==> src/rtl/sap_cpu_pkg.sv <==
// Shared definitions for the SAP-style accumulator CPU: opcodes, FSM states, flags, ALU selects.
// Optional single-step control is enabled with SAP_CPU_SINGLE_STEP_EN.
package sap_cpu_pkg;

    localparam int unsigned OPCODE_W  = 4;
    localparam int unsigned NUM_FLAGS = 2;
    localparam int unsigned FLAG_C    = 0;
    localparam int unsigned FLAG_Z    = 1;

    localparam logic [OPCODE_W-1:0] OP_NOP   = 4'h0;
    localparam logic [OPCODE_W-1:0] OP_LDA   = 4'h1;
    localparam logic [OPCODE_W-1:0] OP_ADD   = 4'h2;
    localparam logic [OPCODE_W-1:0] OP_SUB   = 4'h3;
    localparam logic [OPCODE_W-1:0] OP_STA   = 4'h4;
    localparam logic [OPCODE_W-1:0] OP_LDI   = 4'h5;
    localparam logic [OPCODE_W-1:0] OP_JMP   = 4'h6;
    localparam logic [OPCODE_W-1:0] OP_JC    = 4'h7;
    localparam logic [OPCODE_W-1:0] OP_JZ    = 4'h8;
    localparam logic [OPCODE_W-1:0] OP_AND   = 4'h9;
    localparam logic [OPCODE_W-1:0] OP_OR    = 4'hA;
    localparam logic [OPCODE_W-1:0] OP_XOR   = 4'hB;
    localparam logic [OPCODE_W-1:0] OP_ILL_C = 4'hC;
    localparam logic [OPCODE_W-1:0] OP_ILL_D = 4'hD;
    localparam logic [OPCODE_W-1:0] OP_OUT   = 4'hE;
    localparam logic [OPCODE_W-1:0] OP_HLT   = 4'hF;

    typedef enum logic [2:0] {
        ST_IDLE     = 3'd0,
        ST_FETCH    = 3'd1,
        ST_EXEC     = 3'd2,
        ST_OUT_WAIT = 3'd3,
        ST_HALT     = 3'd4
`ifdef SAP_CPU_SINGLE_STEP_EN
        , ST_WAIT_STEP = 3'd5
`endif
    } state_e;

    typedef enum logic [2:0] {
        ALU_ADD = 3'd0,
        ALU_SUB = 3'd1,
        ALU_AND = 3'd2,
        ALU_OR  = 3'd3,
        ALU_XOR = 3'd4
    } alu_op_e;

    // Non-ALU opcodes map to ADD; their ALU result is simply not used.
    function automatic alu_op_e alu_op_for(input logic [OPCODE_W-1:0] opcode);
        alu_op_e sel;
        case (opcode)
            OP_SUB:  sel = ALU_SUB;
            OP_AND:  sel = ALU_AND;
            OP_OR:   sel = ALU_OR;
            OP_XOR:  sel = ALU_XOR;
            default: sel = ALU_ADD;
        endcase
        return sel;
    endfunction

endpackage

==> src/rtl/sap_cpu_alu.sv <==
// Combinational ALU: add, subtract (C=1 means no borrow), and/or/xor with carry cleared.
module sap_cpu_alu
    import sap_cpu_pkg::*;
#(
    parameter int unsigned DATA_W = 8
) (
    input  logic [DATA_W-1:0] a,
    input  logic [DATA_W-1:0] b,
    input  alu_op_e           op_sel,
    output logic [DATA_W-1:0] result,
    output logic              c,
    output logic              z
);

    localparam int unsigned EXT_W = DATA_W + 1;

    logic [DATA_W-1:0] b_inv;
    logic [EXT_W-1:0]  ext;

    assign b_inv = ~b;

    always_comb begin
        ext = '0;
        case (op_sel)
            ALU_ADD: ext = {1'b0, a} + {1'b0, b};
            ALU_SUB: ext = {1'b0, a} + {1'b0, b_inv} + EXT_W'(1);
            ALU_AND: ext = {1'b0, a & b};
            ALU_OR:  ext = {1'b0, a | b};
            ALU_XOR: ext = {1'b0, a ^ b};
            default: ext = '0;
        endcase
    end

    assign result = ext[DATA_W-1:0];
    assign c      = ext[DATA_W];
    assign z      = (ext[DATA_W-1:0] == '0);

endmodule

==> src/rtl/sap_cpu_param.sv <==
// SAP-style accumulator CPU core: unified RAM, program-load port, ready/valid output, illegal trap.
// Defining SAP_CPU_SINGLE_STEP_EN adds a step input and a WAIT_STEP state gating each instruction.
module sap_cpu_param
    import sap_cpu_pkg::*;
#(
    parameter int unsigned DATA_W = 8,
    parameter int unsigned ADDR_W = 4
) (
    input  logic              clk,
    input  logic              reset,
    input  logic              run,
`ifdef SAP_CPU_SINGLE_STEP_EN
    input  logic              step,
`endif
    input  logic              prog_we,
    input  logic [ADDR_W-1:0] prog_addr,
    input  logic [DATA_W-1:0] prog_data,
    output logic [DATA_W-1:0] out_data,
    output logic              out_valid,
    input  logic              out_ready,
    output logic              halted,
    output logic              illegal,
    output logic [ADDR_W-1:0] pc_dbg
);

    localparam int unsigned DEPTH = 1 << ADDR_W;

`ifdef SAP_CPU_SINGLE_STEP_EN
    localparam state_e ST_NEXT = ST_WAIT_STEP;
`else
    localparam state_e ST_NEXT = ST_FETCH;
`endif

    logic [DATA_W-1:0] mem [DEPTH];

    state_e                state_q, state_d;
    logic [ADDR_W-1:0]     pc_q, pc_d;
    logic [DATA_W-1:0]     a_q, a_d;
    logic [DATA_W-1:0]     b_q, b_d;
    logic [NUM_FLAGS-1:0]  flags_q, flags_d;
    logic [OPCODE_W-1:0]   ir_opcode_q, ir_opcode_d;
    logic [ADDR_W-1:0]     ir_operand_q, ir_operand_d;
    logic [DATA_W-1:0]     out_data_d;
    logic                  out_valid_d;
    logic                  illegal_d;
    logic                  halted_d;

    logic                  ram_we_c;
    logic [ADDR_W-1:0]     ram_waddr_c;
    logic [DATA_W-1:0]     ram_wdata_c;
    logic [DATA_W-1:0]     mem_pc_c;
    logic [DATA_W-1:0]     mem_op_c;

    alu_op_e               alu_op_c;
    logic [DATA_W-1:0]     alu_result;
    logic                  alu_c;
    logic                  alu_z;

`ifdef SAP_CPU_SINGLE_STEP_EN
    logic step_q;
    logic step_go_c;

    // One instruction per rising edge of step, however long the pulse is held.
    always_ff @(posedge clk or posedge reset) begin
        if (reset) begin
            step_q <= 1'b0;
        end else begin
            step_q <= step;
        end
    end

    assign step_go_c = step & ~step_q;
`endif

    assign mem_pc_c = mem[pc_q];
    assign mem_op_c = mem[ir_operand_q];
    assign alu_op_c = alu_op_for(ir_opcode_q);
    assign pc_dbg   = pc_q;

    sap_cpu_alu #(
        .DATA_W (DATA_W)
    ) u_alu (
        .a      (a_q),
        .b      (mem_op_c),
        .op_sel (alu_op_c),
        .result (alu_result),
        .c      (alu_c),
        .z      (alu_z)
    );

    // RAM has no reset so a loaded program survives a CPU reset.
    always_ff @(posedge clk) begin
        if (ram_we_c) begin
            mem[ram_waddr_c] <= ram_wdata_c;
        end
    end

    always_ff @(posedge clk or posedge reset) begin
        if (reset) begin
            state_q      <= ST_IDLE;
            pc_q         <= '0;
            a_q          <= '0;
            b_q          <= '0;
            flags_q      <= '0;
            ir_opcode_q  <= '0;
            ir_operand_q <= '0;
            out_data     <= '0;
            out_valid    <= 1'b0;
            illegal      <= 1'b0;
            halted       <= 1'b1;
        end else begin
            state_q      <= state_d;
            pc_q         <= pc_d;
            a_q          <= a_d;
            b_q          <= b_d;
            flags_q      <= flags_d;
            ir_opcode_q  <= ir_opcode_d;
            ir_operand_q <= ir_operand_d;
            out_data     <= out_data_d;
            out_valid    <= out_valid_d;
            illegal      <= illegal_d;
            halted       <= halted_d;
        end
    end

    always_comb begin
        state_d      = state_q;
        pc_d         = pc_q;
        a_d          = a_q;
        b_d          = b_q;
        flags_d      = flags_q;
        ir_opcode_d  = ir_opcode_q;
        ir_operand_d = ir_operand_q;
        out_data_d   = out_data;
        out_valid_d  = out_valid;
        illegal_d    = illegal;
        ram_we_c     = 1'b0;
        ram_waddr_c  = prog_addr;
        ram_wdata_c  = prog_data;

        case (state_q)
            ST_IDLE, ST_HALT: begin
                // Program loading shares the RAM write port with STA; only legal while stopped.
                ram_we_c = prog_we;
                if (run) begin
                    pc_d      = '0;
                    a_d       = '0;
                    flags_d   = '0;
                    illegal_d = 1'b0;
                    state_d   = ST_NEXT;
                end
            end
`ifdef SAP_CPU_SINGLE_STEP_EN
            ST_WAIT_STEP: begin
                if (step_go_c) begin
                    state_d = ST_FETCH;
                end
            end
`endif
            ST_FETCH: begin
                ir_opcode_d  = mem_pc_c[DATA_W-1 -: OPCODE_W];
                ir_operand_d = mem_pc_c[ADDR_W-1:0];
                pc_d         = pc_q + ADDR_W'(1);
                state_d      = ST_EXEC;
            end
            ST_EXEC: begin
                state_d = ST_NEXT;
                case (ir_opcode_q)
                    OP_NOP: begin
                    end
                    OP_LDA: a_d = mem_op_c;
                    OP_LDI: a_d = DATA_W'(ir_operand_q);
                    OP_STA: begin
                        ram_we_c    = 1'b1;
                        ram_waddr_c = ir_operand_q;
                        ram_wdata_c = a_q;
                    end
                    OP_ADD, OP_SUB, OP_AND, OP_OR, OP_XOR: begin
                        b_d             = mem_op_c;
                        a_d             = alu_result;
                        flags_d[FLAG_C] = alu_c;
                        flags_d[FLAG_Z] = alu_z;
                    end
                    OP_JMP: pc_d = ir_operand_q;
                    OP_JC: begin
                        if (flags_q[FLAG_C]) begin
                            pc_d = ir_operand_q;
                        end
                    end
                    OP_JZ: begin
                        if (flags_q[FLAG_Z]) begin
                            pc_d = ir_operand_q;
                        end
                    end
                    OP_OUT: begin
                        out_data_d  = a_q;
                        out_valid_d = 1'b1;
                        state_d     = ST_OUT_WAIT;
                    end
                    OP_HLT: state_d = ST_HALT;
                    default: begin
                        illegal_d = 1'b1;
                        state_d   = ST_HALT;
                    end
                endcase
            end
            ST_OUT_WAIT: begin
                if (out_ready) begin
                    out_valid_d = 1'b0;
                    state_d     = ST_NEXT;
                end
            end
            default: state_d = ST_IDLE;
        endcase

        halted_d = (state_d == ST_IDLE) || (state_d == ST_HALT);
    end

endmodule

==> config.mk <==
export PLATFORM = sky130hd
export DESIGN_NAME = sap_cpu_param
export DESIGN_NICKNAME = d
export VERILOG_FILES = /design/src/rtl/sap_cpu_pkg.sv /design/src/rtl/sap_cpu_alu.sv /design/src/rtl/sap_cpu_param.sv
export SDC_FILE = /design/constraint.sdc
export NUM_CORES = 1
export LEC_CHECK = 0
export CAP_MARGIN = 40
export CORE_UTILIZATION = 55
export DETAILED_ROUTE_END_ITERATION = 6
export DONT_BUFFER_PORTS = 1
export GPL_ROUTABILITY_DRIVEN = 1
export PLACE_DENSITY = 0.7
export REMOVE_ABC_BUFFERS = 1
export SKIP_LAST_GASP = 1
export SLEW_MARGIN = 20
export SYNTH_ARGS = -nofsm -noshare
export SYNTH_HDL_FRONTEND = slang
export SYNTH_SLANG_ARGS = --single-unit
==> constraint.sdc <==
create_clock -name clk -period 10.8 [get_ports clk]
set_clock_uncertainty 0.15 [all_clocks]
set_input_delay 2.16 -clock clk [delete_from_list [all_inputs] [get_ports clk]]
set_output_delay 2.16 -clock clk [all_outputs]
set_load 0.01 [all_outputs]
* Word level (Yosys, flattened, before mapping)
Memory sizes are Yosys's and may differ from the RTL's. A register that Yosys moved wholly into a read port is not among the register bits. Cells that the tools add are included.
Storage, ports and cells: flip-flop bits (word level) 28, bits in writable memories 128, bits of input ports 17, output and inout bits 15, logic and storage cells 98, memories 1
Cells by class: $add $sub $neg 4, equality and inequality tests 31, multiplexer cells 31, bitwise operators 4, reductions and logical operators 19
Memory list:
- mem | words 16, bits a word 8, rd ports 2, clocked after Yosys merged registers in 1, wr ports 1, line sap_cpu_param.sv:34 | logic [DATA_W-1:0] mem [DEPTH];
Operators with widths (number):
- $pmux 9 s5 | 1
- $eq 4x4->1 const B | 6
- $mux 8 | 3
- $pmux 3 s4 | 2
- $pmux 4 s3 | 2
- $pmux 8 s3 | 1
- $mux 4 | 5
- $add 8x8->9 | 2
- $eq 4x3->1 const B | 4
- $pmux 8 s2 | 1
- $reduce_or 14->1 | 1
- $eq 3x2->1 const B | 4
- $reduce_and 3->1 | 4
- $reduce_or 12->1 | 1
- $add 9x1->9 const B | 1
- $eq 3x3->1 const B | 3
- $logic_not 3->1 | 3
- $and 8x8->8 | 1
- $eq 4x2->1 const B | 2
- $logic_not 8->1 | 1
- $not 8->8 | 1
- $or 8x8->8 | 1
- $xor 8x8->8 | 1
- $mux 1 | 7
- other kinds (21) | 31

* Longest topological paths before layout
An unclocked memory read counts as a cell.
word-level depth 8, mapped depth 15

* By module
A second synthesis with hierarchy kept.
Second synthesis, totals: cell total of the unflattened synthesis 716, area, all modules 9287.7 µm²
Modules (own cells, without submodules):
- sap_cpu_param | times used 1, cells an instance 530, area an instance 7991.4 µm², seq. area each 4745.8 µm²
- sap_cpu_alu | times used 1, cells an instance 186, area an instance 1296.2 µm², seq. area each 0.0 µm²

* Worst setup path after synthesis
Ideal clock, no wire load.
kind register to register, start point register ir_operand_q[0], end point register flags_q[1], library setup time 92 ps, arrival time 3966 ps, slack 6592 ps, cell stages (with the launch flop) 14, buffers on the path 1, period minus slack after synthesis 4208 ps, cells stage by stage dfrtp_1 > buf_1 > mux4_2 > nor2b_1 > a211oi_1 > a21oi_1 > ha_1 > fa_1 > nor2_1 > a21oi_1 > o311ai_0 > or4_1 > or4_1 > o31ai_2
Between the ends: cells in the longest elaborated chain, start to end 8
RTL lines:
- from (decl) | line sap_cpu_param.sv:42 | logic [ADDR_W-1:0] ir_operand_q, ir_operand_d;
- from (signal assigned) | line sap_cpu_param.sv:118 | ir_operand_q <= ir_operand_d;
- $mem_v2 16x8 *
- $not 8->8 | line sap_cpu_alu.sv:20 | assign b_inv = ~b;
- $add 8x8->9 | line sap_cpu_alu.sv:26 | ALU_SUB: ext = {1'b0, a} + {1'b0, b_inv} + EXT_W'(1);
- $add 9x1->9 | line sap_cpu_alu.sv:26
- $pmux 9 s5 * | line sap_cpu_alu.sv:24 | case (op_sel)
- $logic_not 8->1 * | line sap_cpu_alu.sv:36 | assign z = (ext[DATA_W-1:0] == '0);
- $mux 2 * | line sap_cpu_param.sv:168 | case (ir_opcode_q)
- $pmux 2 s2 * | line sap_cpu_param.sv:141 | case (state_q)
- to (signal assigned) | line sap_cpu_param.sv:116 | flags_q <= flags_d;
- to (decl) | line sap_cpu_param.sv:40 | logic [NUM_FLAGS-1:0] flags_q, flags_d;
Mark *: on every way between the ends. The rest lies on a longest branch, timed or not. The select of a mux whose other input is x is not followed. A chain may end at the register's enable or synchronous reset.

* Worst setup path in the final report
Same ends and word-level chain as after synthesis.

==> qor.csv <==
metric;value;unit
status;completed;
use_met2;50.6;%
whs;0.385;ns
drv_slew;0;
gp_congestion;0.943;
yosys_warnings;0;
ys_ff_latch;164;
antenna_left;0;
cts_made_buffers;17;
min_path_type;register to register;
hold_depth;2;
fmax;212;MHz
yosysUniqueCellTypes;54;
worstReg2RegStart;ir_operand_q[0];
startpoint_type;register;
path_max_fanout;36;
core_area;0.0154;mm²
cts_htree_levels;4;
antenna_found_initial;0;
r2r_slack;6.09;ns
power_density;290;mW/mm²
grt_pass1_wl;36300;µm
ys.flop_type;edfxtp_1;
seq_area_frac_synth;54.0;%
required;10.98;ns
finalSetupTns;0;ns
clk_pin_slew;0.07;ns
hold_viol;0;
arrival;4.89;ns
drv_cap;0;
dp_hpwl;16200;µm
antenna_cells;0;
drtIter0Drc;725;
worst_pin_slew;0.865;ns
rsz0062_at_grt;no;
syn_avg_cell_area;14.0;µm²
grt-busiest-layer;met2;
slew_headroom;42.3;%
synth_area_leaders;edfxtp_1 (44%), mux4_2 (20%), dfrtp_1 (10%);
fin_crit_sh;43.6;%
syn_to_final_growth;11.1;%
criticalPathCategory;register to register;
fill_cells;1146;
final_core_util;63.5;%
routed-via-count;5863;
drc_errors;0;
io_pins;32;
yosys.cell_count.top_type;edfxtp_1;
vias_per_cell;6.75;
grt_start_max_net_pins;37;
fin_total_pwr;2.83;mW
drive_above_1_share;25.4;%
first_pass_iters;5;
fin_crit;4.71;ns
use_met1;41.7;%
rows;45;
clockRootBuffer;clkbuf_16;
grt.total_usage;31.1;%
cts_buffer_depth;2;
io_buffers;0;
grt_pass1_vias;5935;
synth_top_area_share;43.7;%
cts_num_sinks;164;
setup_slack;6.09;ns
yosysTopAreaCell;edfxtp_1;
die_w;128;µm
min_from;flags_q[1];
cts_resized;0;
use_met3;4.74;%
leakagePower;3.48;nW
end_kind;register;
syn-cell-area;0.00879;mm²
avgRoutedWirePerCell;27.0;µm
min_to;flags_q[1];
post_cts_buffers;0;
cts_tree;built;
ir_worst_vdd;0.136;mV
rr_worst_depth;14;
dieArea;0.0165;mm²
worstSkewPairLatency;0.44;ns
start_util;57.2;%
setup.worst_path.start;ir_operand_q[0];
syn_inst;628;
die_y;128;µm
fin_nets;688;
r2r_end;flags_q[1];
hold_buffers;0;
setup_viol;0;
async_flop_share;22.0;%
drt-total-wl;23400;µm
post-place-ws;6.11;ns
grt_overflow_total;0;
yosys-top-cells-count;edfxtp_1 (128), mux4_2 (77), nand2_1 (50), nor2_1 (45);
synth-edff-count;128;
## power breakdown
part / total, mW / internal, mW / switching [mW]
combinational: 1.35 / 0.587 / 0.764
clock: 0.595 / 0.310 / 0.285
sequential: 0.888 / 0.761 / 0.127
total: 2.83 / 1.66 / 1.18
## logic make-up (layout without fill, tap and decap cells)
kind of cell    Yosys count  count (layout)  share of synthesized area, %
xor+xnor                  2               2                         0.199
simple gates            148             148                          7.79
mux                      95              95                          22.0
buf+inv                  74             103                          3.36
flops                   164             164                          54.0
fa+ha+maj                27              27                          4.02
compound gates          118             118                          8.63
## worst max-delay path by stage
stage / cells after the start / end
after floorplan: 12 / flags_q[1]
after global routing: 14 / flags_q[1]
after detailed placement: 14 / flags_q[1]
after CTS: 14 / flags_q[1]
after global placement: 14 / flags_q[1]
final: 14 / flags_q[1]
## cell usage in the layout, fill, tap and decap left out, types with 9 or more instances in the layout
cell / count
nor2_1: 45
nor2b_1: 9
inv_1: 35
ha_1: 25
clkbuf_16: 17
mux4_2: 77
o21ai_0: 30
nand2_1: 50
edfxtp_1: 128
a21oi_1: 29
nor3_1: 10
dfrtp_1: 33
buf_4: 30
mux2_2: 14
## through the flow
step                      cells  cell area [µm²]
final                       868             9760
after CTS                   868             9760
after floorplan             590             8630
after detailed placement    836             9170
after global routing        868             9760
after global placement      819             9030
## routing by layer
| layer | part of all wire [%] | vias up |
|---|---|---|
| li1 | - | 2489 |
| met1 | 40 | 3014 |
| met2 | 50 | 304 |
| met3 | 7.3 | 56 |
| met4 | 3.2 | 0 |
| met5 | 0 | - |
## worst max-delay path, cell delays in order (launching register included)
cell	delay, ns
dfrtp_2	0.39
buf_4	0.56
mux4_2	0.58
nor2b_1	0.14
a211oi_1	0.21
a21oi_1	0.14
ha_1	0.31
fa_1	0.46
o21ba_2	0.24
nor4_1	0.21
a2111oi_0	0.16
xnor2_1	0.18
o221ai_1	0.16
or4_1	0.53
o31ai_2	0.20
## final cells by class
class | instances | area, µm² | area share [%]
clock buffers | 17 | 425 | 4.36
multi-input cells | 390 | 3740 | 38.4
inverters | 36 | 135 | 1.38
clock inverters | 15 | 161 | 1.65
repair buffers | 35 | 282 | 2.88
well taps | 211 | 264 | 2.70
flip-flops and latches | 164 | 4750 | 48.6
## flip-flops by register name, indices dropped and copies added (netlist names)
register / flops
out_data: 8
ir_opcode_q: 4
out_valid: 1
halted: 1
illegal: 1
a_q: 8
mem: 128
ir_operand_q: 4
pc_dbg: 4
state_q: 3
flags_q: 2
Note: power is estimated with default switching activity, not from simulation.
